## config.mk

```make
export PLATFORM = sky130hd
export DESIGN_NAME = madd_sched
export DESIGN_NICKNAME = d
export VERILOG_FILES = /design/src/rtl/madd_pkg.sv /design/src/rtl/madd_resp_fifo.sv /design/src/rtl/madd_sched.sv
export SDC_FILE = /design/constraint.sdc
export NUM_CORES = 1
export LEC_CHECK = 0
export CAP_MARGIN = 25
export CORE_MARGIN = 2
export CORE_UTILIZATION = 44
export DETAILED_ROUTE_END_ITERATION = 7
export HOLD_SLACK_MARGIN = 0.15
export PLACE_DENSITY = 0.79
export SLEW_MARGIN = 20
export SYNTH_ARGS = -nofsm -noshare
export SYNTH_HDL_FRONTEND = slang
export SYNTH_SLANG_ARGS = --single-unit
```

## constraint.sdc

```tcl
create_clock -name CLK -period 3.2 [get_ports CLK]
set_input_delay 0.32 -clock CLK [delete_from_list [all_inputs] [get_ports CLK]]
set_output_delay 0.32 -clock CLK [all_outputs]
set_load 0.005 [all_outputs]
```

## src/rtl/madd_pkg.sv

```systemverilog
// Shared definitions for the MADD scheduler: default widths and response/requester types.
package madd_pkg;

    localparam int MADD_W   = 32;
    localparam int MADD_LAT = 1;

    typedef logic req_id_t;

    typedef struct packed {
        req_id_t             id;
        logic [MADD_W-1:0]   z;
    } resp_entry_t;

endpackage

```

## src/rtl/madd_resp_fifo.sv

```systemverilog
// Synchronous response FIFO with occupancy count; head is read combinationally from storage.
module madd_resp_fifo #(
    parameter int WIDTH = 33,
    parameter int DEPTH = 4
) (
    input  logic                         clk,
    input  logic                         rst,
    input  logic                         push,
    input  logic [WIDTH-1:0]             push_data,
    input  logic                         pop,
    output logic [WIDTH-1:0]             head,
    output logic [$clog2(DEPTH+1)-1:0]   count
);

    localparam int AW = $clog2(DEPTH);
    localparam int CW = $clog2(DEPTH + 1);

    logic [WIDTH-1:0] mem [DEPTH];
    logic [AW-1:0]    wr_ptr;
    logic [AW-1:0]    rd_ptr;
    logic             do_push;
    logic             do_pop;

    // A push into a full FIFO is accepted only when the head leaves in the same cycle.
    assign do_pop  = pop && (count != '0);
    assign do_push = push && ((count != CW'(DEPTH)) || do_pop);
    assign head    = mem[rd_ptr];

    always_ff @(posedge clk) begin
        if (rst) begin
            wr_ptr <= '0;
            rd_ptr <= '0;
            count  <= '0;
        end else begin
            if (do_push) begin
                mem[wr_ptr] <= push_data;
                wr_ptr      <= wr_ptr + AW'(1);
            end
            if (do_pop) begin
                rd_ptr <= rd_ptr + AW'(1);
            end
            count <= count + CW'(do_push) - CW'(do_pop);
        end
    end

endmodule

```

## src/rtl/madd_sched.sv

```systemverilog
// Round-robin scheduler sharing one MADD unit between two requesters, with
// credit-protected tagged responses and per-requester accumulate mode.
module madd_sched
    import madd_pkg::*;
#(
    parameter int W     = MADD_W,
    parameter int LAT   = MADD_LAT,
    parameter int DEPTH = 4
) (
    input  logic         CLK,
    input  logic         RST,
    input  logic         req0_valid,
    output logic         req0_ready,
    input  logic [W-1:0] req0_a,
    input  logic [W-1:0] req0_b,
    input  logic [W-1:0] req0_c,
    input  logic         req0_acc,
    input  logic         req1_valid,
    output logic         req1_ready,
    input  logic [W-1:0] req1_a,
    input  logic [W-1:0] req1_b,
    input  logic [W-1:0] req1_c,
    input  logic         req1_acc,
    output logic         resp_valid,
    input  logic         resp_ready,
    output logic [W-1:0] resp_z,
    output logic         resp_id,
    output logic [W-1:0] madd_a,
    output logic [W-1:0] madd_b,
    output logic [W-1:0] madd_c,
    output logic         madd_enab,
    output logic         madd_enc,
    input  logic [W-1:0] madd_z
);

    localparam int CW = $clog2(DEPTH + 1);

    logic [CW-1:0]  fifo_count;
    logic [CW-1:0]  inflight_total;
    logic [LAT-1:0] pipe_valid;
    logic [LAT-1:0] pipe_id;
    logic           prio;
    logic [W-1:0]   acc0;
    logic [W-1:0]   acc1;
    logic [W-1:0]   hold_a;
    logic [W-1:0]   hold_b;
    logic [W-1:0]   hold_c;

    logic           credit_ok;
    logic           inflight0;
    logic           inflight1;
    logic           elig0;
    logic           elig1;
    logic           grant0;
    logic           grant1;
    logic           issue;
    req_id_t        gid;
    logic           push;
    req_id_t        push_id;
    logic           pop;
    logic [W-1:0]   sel_a;
    logic [W-1:0]   sel_b;
    logic [W-1:0]   sel_c;
    logic [W:0]     fifo_head;

    // Every issued op owns a FIFO slot from issue until it is popped, so a push can never be refused.
    assign credit_ok = ({1'b0, fifo_count} + {1'b0, inflight_total}) < (CW+1)'(DEPTH);
    assign inflight0 = |(pipe_valid & ~pipe_id);
    assign inflight1 = |(pipe_valid & pipe_id);

    assign elig0 = !RST && req0_valid && credit_ok && !(req0_acc && inflight0);
    assign elig1 = !RST && req1_valid && credit_ok && !(req1_acc && inflight1);

    // prio names the requester that wins a tie; it moves to the other side after each grant.
    assign grant0 = elig0 && (!elig1 || !prio);
    assign grant1 = elig1 && (!elig0 || prio);
    assign issue  = grant0 || grant1;
    assign gid    = grant1;

    assign req0_ready = grant0;
    assign req1_ready = grant1;

    assign sel_a = grant1 ? req1_a : req0_a;
    assign sel_b = grant1 ? req1_b : req0_b;
    assign sel_c = grant1 ? (req1_acc ? acc1 : req1_c) : (req0_acc ? acc0 : req0_c);

    assign madd_a    = issue ? sel_a : hold_a;
    assign madd_b    = issue ? sel_b : hold_b;
    assign madd_c    = issue ? sel_c : hold_c;
    assign madd_enab = issue;
    assign madd_enc  = issue;

    // The oldest pipe stage marks the cycle in which madd_z belongs to that op.
    assign push    = pipe_valid[LAT-1];
    assign push_id = pipe_id[LAT-1];

    assign resp_valid = (fifo_count != '0);
    assign pop        = resp_valid && resp_ready;
    assign resp_id    = fifo_head[W];
    assign resp_z     = fifo_head[W-1:0];

    always_ff @(posedge CLK) begin
        if (RST) begin
            pipe_valid     <= '0;
            pipe_id        <= '0;
            prio           <= 1'b0;
            acc0           <= '0;
            acc1           <= '0;
            hold_a         <= '0;
            hold_b         <= '0;
            hold_c         <= '0;
            inflight_total <= '0;
        end else begin
            pipe_valid[0] <= issue;
            pipe_id[0]    <= gid;
            for (int s = 1; s < LAT; s++) begin
                pipe_valid[s] <= pipe_valid[s-1];
                pipe_id[s]    <= pipe_id[s-1];
            end
            if (issue) begin
                prio   <= ~gid;
                hold_a <= sel_a;
                hold_b <= sel_b;
                hold_c <= sel_c;
            end
            if (push && (push_id == 1'b0)) begin
                acc0 <= madd_z;
            end
            if (push && (push_id == 1'b1)) begin
                acc1 <= madd_z;
            end
            case ({issue, push})
                2'b10:   inflight_total <= inflight_total + CW'(1);
                2'b01:   inflight_total <= inflight_total - CW'(1);
                default: inflight_total <= inflight_total;
            endcase
        end
    end

    madd_resp_fifo #(
        .WIDTH (W + 1),
        .DEPTH (DEPTH)
    ) u_fifo (
        .clk       (CLK),
        .rst       (RST),
        .push      (push),
        .push_data ({push_id, madd_z}),
        .pop       (pop),
        .head      (fifo_head),
        .count     (fifo_count)
    );

endmodule
```

After elaboration in Yosys (flattened, before gate mapping)
Memory sizes are Yosys's and may differ from the RTL's. A register that Yosys moved wholly into a read port is not among the register bits.
Cells that the tools add are included.

word-level totals
  RAM bits = 132
  logic and storage cells = 69
  memories = 1
  input port bits = 231
  register bits = 173

memories
  name        depth  bits a word  rd ports  clocked after memory_dff  wr ports  RTL line              RTL
  u_fifo.mem  4      33           1         1                         1         madd_resp_fifo.sv:18  logic [WIDTH-1:0] mem [DEPTH];

operators by class
  equal/unequal tests = 3
  bitwise operators = 4
  magnitude comparators = 1
  reductions and logical operators = 27
  mux-type cells = 14
  add/sub/neg operators = 7

operators with widths
  kind                                                         number
  2-to-1 mux 32 bit                                            8
  logical AND 1 bit                                            15
  logical NOT 1 bit                                            6
  one-hot mux 3 bit (2 select lines)                           1
  adder 2 x 1 -> 2 bit (second input constant)                 2
  adder 3 x 3 -> 4 bit                                         1
  logical OR 1 bit                                             4
  less-than comparator 4 x 3 -> 1 bit (second input constant)  1
  2-to-1 mux 2 bit                                             2
  adder 3 x 1 -> 3 bit                                         1
  adder 3 x 1 -> 3 bit (second input constant)                 1
  2-to-1 mux 1 bit                                             3
  != test 3 bit (second input constant)                        1
  nonzero test 3 bit                                           1
  subtractor 3 x 1 -> 3 bit                                    1
  subtractor 3 x 1 -> 3 bit (second input constant)            1
  bitwise AND 1 bit                                            2
  equality test 2 x 1 -> 1 bit (second input constant)         1
  equality test 2 bit (second input constant)                  1
  NOT 1 bit                                                    2
  nonzero test 2 bit                                           1

Depth between registers and ports, before layout
  depth after elaboration = 11
  depth in mapped cells = 15
  gate-level depth less buffers = 11

Hierarchy
Synthesis repeated with hierarchy kept, for this count alone.

unflattened totals
  cells, all modules = 1284
  area, all modules = 13850.8 um^2

modules (own cells, without submodules)
  module          cells each  sequential area each (um^2)  times used  area an instance (um^2)
  madd_sched      1065        3323.2                       1           8632.0
  madd_resp_fifo  219         4144.0                       1           5218.8

Least setup slack after synthesis
Ideal clock, no wire load.

  kind = reg-to-reg
  start point = register u_fifo.count[2]
  end point = register inflight_total[2]
  slack = 0.055 ns
  setup time = 0.070 ns
  period minus slack after synthesis = 3.145 ns
  stages on the path, launching flop included = 16
  arrival = 3.075 ns
  path through = dfxtp_1 ha_1 or4_1 buf_2 or3_1 buf_2 nor2_4 inv_2 buf_6 buf_2 ha_1 inv_1 fa_1 xor2_1 or3_1 a21oi_1

on the way
  longest elaborated chain between the ends = 10
  elaborated cells on any way between the ends = 17
  classes of those cells = add/sub (1); order compare (1); eq/ne (2); mux (1); reduce/logical (12)

RTL lines
  element                                                                   RTL line                            RTL
  from (decl)                                                               madd_resp_fifo.sv:12                output logic [$clog2(DEPTH+1)-1:0] count
  from (signal assigned)                                                    madd_resp_fifo.sv:42                count <= count + CW'(do_push) - CW'(do_pop);
  adder 3 x 3 -> 4 bit (*)                                                  madd_sched.sv:67                    assign credit_ok = ({1'b0, fifo_count} + {1'b0, inflight_total}) < (CW+1)'(DEPTH);
  less-than comparator 4 x 3 -> 1 bit (*)                                   madd_sched.sv:67
  logical AND 1 bit (on tied branches) (2 in series)                        madd_sched.sv:72, madd_sched.sv:71
  logical NOT 1 bit (on tied branches)                                      madd_sched.sv:75, madd_sched.sv:76
  logical OR 1 bit (on tied branches)                                       madd_sched.sv:75, madd_sched.sv:76
  logical AND 1 bit (on tied branches)                                      madd_sched.sv:75, madd_sched.sv:76
  logical OR 1 bit (*)                                                      madd_sched.sv:77                    assign issue = grant0 || grant1;
  equality test 2 x 1 -> 1 bit or equality test 2 bit (tied branches)       madd_sched.sv:132                   case ({issue, push})
  one-hot mux 3 bit (2 select lines) or nonzero test 2 bit (tied branches)  --
  to (signal assigned)                                                      madd_sched.sv:133                   2'b10: inflight_total <= inflight_total + CW'(1);
  to (signal assigned)                                                      madd_sched.sv:134                   2'b01: inflight_total <= inflight_total - CW'(1);
  to (signal assigned)                                                      madd_sched.sv:135                   default: inflight_total <= inflight_total;
  to (decl)                                                                 madd_sched.sv:39                    logic [CW-1:0] inflight_total;

Every way passes the cells marked *; elsewhere a longest branch is shown, timed or not.
A chain may end at the register's enable or synchronous reset.

Final worst setup path
  start point = register u_fifo.count[2]
  end point = output port madd_c[19]

on the way
  longest elaborated chain between the ends = 9
  elaborated cells on any way between the ends = 15
  classes of those cells = add/sub (1); order compare (1); mux (2); reduce/logical (11)

RTL lines
  element                                                RTL line                            RTL
  adder 3 x 3 -> 4 bit (*)                               madd_sched.sv:67
  less-than comparator 4 x 3 -> 1 bit (*)                madd_sched.sv:67
  logical AND 1 bit (on tied branches) (2 in series)     madd_sched.sv:71, madd_sched.sv:72
  logical NOT 1 bit (on tied branches)                   madd_sched.sv:76, madd_sched.sv:75
  logical OR 1 bit (on tied branches)                    madd_sched.sv:76, madd_sched.sv:75
  logical AND 1 bit (on tied branches)                   madd_sched.sv:76, madd_sched.sv:75
  2-to-1 mux 32 bit or logical OR 1 bit (tied branches)  madd_sched.sv:85, madd_sched.sv:77
  2-to-1 mux 32 bit (*)                                  --
  to (decl)                                              madd_sched.sv:30                    output logic [W-1:0] madd_c,

Marks and branches as above.

==> metrics.cfg <==
[layout]
layoutNonFillerInstCount=2193
layout_commonest_cell=clkdlybuf4s50_1
drive_above_1_share_pct=28.1
fin_nets=2011
multi_input_area_um2=6730
syn_to_final_growth_pct=58.6
regArea_um2=7470
fillers=2062
mostFrequentLayoutCells=clkdlybuf4s50_1 (266), nand2_1 (178), dfxtp_1 (169)

[setup_path]
reg2reg_depth=12
r2r_setup_slack_ns=0.17
critPathRequiredTime_ns=2.88
cp_max_fo=8
end_kind=output port
crit_type=flop to output port
worstSetupStartpointType=flop
worstPathArrival_ns=3.02

[timing]
rsz0062_at_grt=true
tightestPinTransition_ns=0.850
hold_viol=0
clock_skew_ns=0.0250
fin_ws_ns=-0.141
setup_viol=30
fmax_mhz=299
drv_slew=0
slew-limit-headroom_pct=43.3
period_needed_ns=3.34
totalNegativeSetupSlack_ns=-2.06
period_share_pct=104

[global_routing]
antenna_found_initial=2
grt_use_total_pct=28.3
grt_max_degree=84
grt_pass1_vias=13200
busiest_layer=met2
overflow=0
grt_util_met3_pct=6.81
grt_pass1_wl_um=73200
use_met1_pct=34.4
grt_use_met2_pct=47.8

[logic_synthesis]
ys_seq_elements=307
yosys.cell_types.count=45
synth_area_um2=13600
synth_edf_count=132
yosysTopAreaCell=edfxtp_1
syn_nets=1533
seq_area_frac_synth_pct=54.8
avgSynthCellArea_um2=10.6
synthCells=1291
async_flop_share_pct=0
ys_warn_count=0
synth_top_area_share_pct=29.1
synth_area_leaders=edfxtp_1 (29%), dfxtp_1 (26%), mux4_2 (5.5%)
ys.flop_type=dfxtp_1

[clock_tree]
cts_sinks=307
hold_buffers=0
cts_root_buf=clkbuf_16
h-tree-depth=2
cts_buffers=34
clk_pin_slew_ns=0.06
cts.path.max_buffers=3
cts_tree=yes
clk_latency_ns=0.52

[place]
post-dp-hpwl_um=29700
io_buffers=364
dp_cells=2073
place_congestion=0.892

[hold_path]
hold_depth=3
hp-class=primary input to flop

[drt]
drc=0
drtIter0Drc=1325
wire_per_inst_um=23.8
ant_nets=0
vias=13400
vias_per_cell=6.11
drt-total-wl_um=52100
first_pass_iters=5

[power]
ir_drop_mv=0.446
seqPwrFrac_pct=30.2
swShare_pct=34.3
p_int_mw=11.0
p_comb_share_pct=45.4
p_switching_mw=5.72
p_per_area_nw_per_um2=772
p_leak_nw=8.28
clock_power_share_pct=24.4

[status]
violations=setup timing
status=complete, but fails checks

[die]
io_pins=365
dieHeight_um=180
rows=64
core-area_um2=30500
dieArea_um2=32400
die_w_um=180
initial_core_util_pct=44.7

[job]
cap_violations=0

[final cells by class]
class / count / share of cell area, %
Antenna cell: 2 / 0.0232
Tap cell: 396 / 2.29
Multi-Input combinational cell: 840 / 31.1
Clock buffer: 50 / 4.66
Clock inverter: 12 / 0.741
Inverter: 13 / 0.249
Timing Repair Buffer: 573 / 26.3
Sequential cell: 307 / 34.6
[metrics by stage]
| stage | hold slack, ns | utilization [%] | cell area, µm² | total power, mW | setup slack [ns] |
|---|---|---|---|---|---|
| after floorplan | 0.419 | - | 13600 | 7.67 | 0.0550 |
| after global placement | 0.442 | 60.9 | 18600 | 10.8 | -0.219 |
| after detailed placement | 0.448 | 60.9 | 18600 | 11.0 | -0.204 |
| after CTS | 0.361 | 66.8 | 20400 | 15.7 | -0.183 |
| after global routing | 0.386 | 70.8 | 21600 | 17.4 | -0.191 |
| final | 0.375 | 70.8 | 21600 | 16.7 | -0.141 |
[flip-flops by register name, indices dropped and copies added (netlist names), 2 cells and up, named ones only]
name / count
acc0: 32
u_fifo.wr_ptr: 2
hold_c: 32
u_fifo.rd_ptr: 2
u_fifo.mem: 132
hold_a: 32
acc1: 32
inflight_total: 3
hold_b: 32
u_fifo.count: 3
[power by group through the flow]
stage / Clock [mW] / Sequential [mW] / Combinational [mW]
floorplan: 0 / 4.91 / 2.76
global placement: 0 / 4.98 / 5.84
detailed placement: 0 / 5.02 / 5.97
CTS: 4.11 / 4.97 / 6.60
global route: 4.26 / 5.08 / 8.01
finish: 4.07 / 5.04 / 7.59
[synth_stat cells (2+ instances only)]
cell type	count
ha_1	9
xnor2_1	3
nand2_1	178
xor2_1	4
a32oi_1	49
nor3_1	2
clkbuf_1	111
buf_1	8
nor2_1	17
mux4_2	33
dfxtp_1	175
a311oi_1	14
fa_1	2
a31oi_1	16
nand3_1	22
a221oi_1	32
o21ai_0	97
nor3b_1	48
edfxtp_1	132
o32ai_1	32
and2_1	6
a21oi_1	128
nor2b_1	67
a211oi_1	32
or3_1	3
o31ai_1	32
buf_2	8
buf_6	3
inv_1	12
[repair_timing]
| action | 4_1_cts | 5_1_grt |
|---|---|---|
| setup endpoints to repair | 101 | 100 |
| setup buffers | 16 | 23 |
| gates resized for setup | 303 | 250 |
| pin swaps | 14 | 38 |
| cloned | 5 | 13 |
[cells by family after synthesis]
logic type | count (synthesis) | synth area share (%)
buf+inv | 144 | 4.23
compound gates | 437 | 21.0
fa+ha+maj | 11 | 1.12
mux | 34 | 5.53
simple gates | 351 | 12.9
flops | 307 | 54.8
xor+xnor | 7 | 0.450
[path summary, 6_finish.rpt]
path | end | start
min | inflight_total[1] | RST
min reg2reg | acc1[28] | acc1[28]
max reg2reg | inflight_total[2] | u_fifo.count[2]
max | madd_c[19] | u_fifo.count[2]
[metal layers]
metal | wire length (µm) | up-vias | share of wire, %
li1 | - | 5875 | -
met1 | 19400 | 6545 | 37
met2 | 25700 | 816 | 49
met3 | 4780 | 153 | 9.2
met4 | 2210 | 0 | 4.2
met5 | 0 | - | 0
[critical path, cell delays in order, from the launching register on]
cell and delay, ns:
dfxtp_2 0.34, ha_4 0.15, or4_4 0.55, or3_4 0.46
nor2_4 0.17, clkinv_4 0.13, buf_12 0.18, buf_8 0.13
o31ai_4 0.22, buf_2 0.17
Power figures use the tool's default switching activity.
==> RTL change (same settings) <==
`DEPTH` is set to 4 in 2 places; all go to 8.
--- a/src/rtl/madd_resp_fifo.sv
+++ b/src/rtl/madd_resp_fifo.sv
@@ -3,3 +3,3 @@
     parameter int WIDTH = 33,
-    parameter int DEPTH = 4
+    parameter int DEPTH = 8
 ) (
--- a/src/rtl/madd_sched.sv
+++ b/src/rtl/madd_sched.sv
@@ -7,3 +7,3 @@
     parameter int LAT   = MADD_LAT,
-    parameter int DEPTH = 4
+    parameter int DEPTH = 8
 ) (
Formal check against the unedited RTL: not equivalent (Yosys sat finds a counterexample within 10 cycles, from zero or initial values and one cycle with RST high).
==> RTL change against the original RTL <==
  * Die area increased by 39%
  * Setup slack gained 0.21 ns
  * Sequential cell count increased by 137
  * Global-route usage fell by 3.6 points
  * Synthesized area grew 40%
  * Core utilization decreased by 11 points
  * Routed wire length increased by 7.6%
  * Largest power group is now registers
  * Final area grew 20%
  * Power is 17% higher
==> RTL change: results (changes against the original RTL) <==
qor: routing.detail_route.wirelength 56100 µm [+7.6%]
qor: clocking.cts-htree-levels 2 [unchanged]
qor: routing.viasPerCell 5.66 [-7.2%]
qor: global_route.grt_start_max_net_pins 85 [+1.2%]
qor: final_layout.net_count_reported_at_finish 2006 [-0.25%]
qor: synth.synthFlopType sky130_fd_sc_hd__edfxtp_1
qor: final_layout.largest_register_ff_count 264 [+100%]
qor: clocking.max_buffers_root_to_sink 3 [unchanged]
qor: global_route.grt_pass1_wl 82800 µm [+13%]
qor: sta.timing.max_slew.rel_slack 34.8% [-8.5 points]
qor: outcome.status finished clean
qor: clocking.cts_buffers 45 [+32%]
qor: final_layout.largest_register u_fifo.mem
qor: global_route.vias_in_the_first_global_route 13800 [+4.5%]
qor: synth.main_area_contributors_after_synthesis sky130_fd_sc_hd__edfxtp_1, sky130_fd_sc_hd__dfxtp_1, sky130_fd_sc_hd__mux4_2
qor: synth.synth_common_cells sky130_fd_sc_hd__edfxtp_1, sky130_fd_sc_hd__dfxtp_1, sky130_fd_sc_hd__nand2_1
qor: synth.synth-compound-area-share 9.04% [-12 points]
qor: synth.synth-seq-area-share 60.4% [+5.6 points]
qor: place.globalplace.congestion 0.865 [-3.0%]
qor: clocking.insertion_delay 0.58 ns [+0.06 ns]
qor: place.portBuffers 364 [unchanged]
qor: synth.synth-adder-area-share 1.02% [-0.098 points]
qor: synth.synth_fp_nets 1621 [+5.7%]
qor: global_route.grtUsageTotal 24.7% [-3.6 points]
qor: pwr.vdd.ir_drop.worst 0.553 mV [+24%]
qor: routing.drt-initial-drc-count 957 [-28%]
qor: synth.synth_cell_type_count 49 [+8.9%]
qor: synth.synthXorXnorAreaFrac 0.367% [-0.083 points]
qor: synth.muxShareOfSynthArea 18.5% [+13 points]
qor: routing.drt_first_pass_iters 5 [unchanged]
qor: final_layout.final_layout_size_suffix_gt1_share 17.7% [-10 points]
qor: place.hpwlAfterDp 35200 µm [+19%]
qor: sta.final.setup_skew 0.0128 ns [-0.0122 ns]
qor: setup_path.crit_fanout 20 [+12]
qor: setup_path.crit_arrival 2.81 ns [-0.21 ns]
qor: final_layout.layout.filler_cells 3336 [+62%]
qor: pwr.cellLeakagePower 9.97 nW [+20%]
qor: clocking.cts.root.buffer_cell sky130_fd_sc_hd__clkbuf_16
qor: global_route.antenna_violations_before_repair 11 [+9]
qor: min_path.worst_hold_path_type primary input to register
qor: place.place_ws 0.0404 ns [+0.244 ns]
qor: synth.synth_edf_count 264 [+100%]
## RTL change: logic make-up after synthesis
| kind of cell | count (synthesis) |
|---|---|
| multiplexers | 260 |
| buffers and inverters | 154 |
| XOR/XNOR | 8 |
| AND/OR/NAND/NOR | 285 |
| adder cells (fa/ha/maj) | 15 |
| AO/OA/AOI/OAI | 209 |
| flip-flops | 444 |
## RTL change: final timing paths
kind	slack, ns	endpoint	from	cells past startpoint
max	0.07	req0_ready	inflight_total[2]	8
min reg2reg	0.45	acc1[3]	acc1[3]	2
min	0.30	prio	req1_acc	4
max reg2reg	0.28	inflight_total[2]	inflight_total[2]	13
## RTL change: area by class of cell
type	count	area [µm²]	area share [%]
Inverter	48	180	0.697
Clock buffer	60	1250	4.85
Antenna cell	11	27.5	0.107
Tap cell	585	732	2.83
Clock inverter	22	305	1.18
Sequential cell	444	11500	44.7
Multi-Input combinational cell	778	7060	27.3
Timing Repair Buffer	443	4730	18.3
## RTL change: repair_timing
action,CTS,global route
setup buffers,20,8
gates cloned,12,0
endpoints found under the setup margin,97,25
resized for setup,124,18
pin swaps,7,4
## RTL change: power by group
part,leakage (nW),internal [mW],switching [mW]
clock,0.750,3.26,2.25
combinational,5.36,3.75,2.98
sequential,3.86,6.78,0.453
## RTL change: stage by stage
stage                     setup TNS [ns]  util, %  cell area [µm²]  cells
after floorplan                   -89.54        -            19100   1375
after global placement                 0     54.9            23600   2258
after detailed placement               0     54.9            23600   2258
final                                  0     60.1            25800   2391
after CTS                         -0.484     59.9            25700   2372
after global routing             -0.0772     60.1            25800   2389
## RTL change: metal layers
layer / vias up / track usage, % / part of all wire (%)
met5: - / 0 / 0.023
met4: 2 / 10.9 / 3.9
met3: 114 / 6.04 / 7.6
met2: 598 / 41.7 / 50
met1: 6745 / 30.2 / 39
li1: 6083 / - / -
## RTL change: worst max-delay path: stages, from the launching register on
cell and delay (ns):
sky130_fd_sc_hd__dfxtp_2 0.34, sky130_fd_sc_hd__ha_2 0.19, sky130_fd_sc_hd__nor4_4 0.28, sky130_fd_sc_hd__buf_4 0.16, sky130_fd_sc_hd__nand3_2 0.12, sky130_fd_sc_hd__nor3b_4 0.28, sky130_fd_sc_hd__buf_12 0.19, sky130_fd_sc_hd__buf_16 0.16
sky130_fd_sc_hd__clkdlybuf4s50_1 0.51
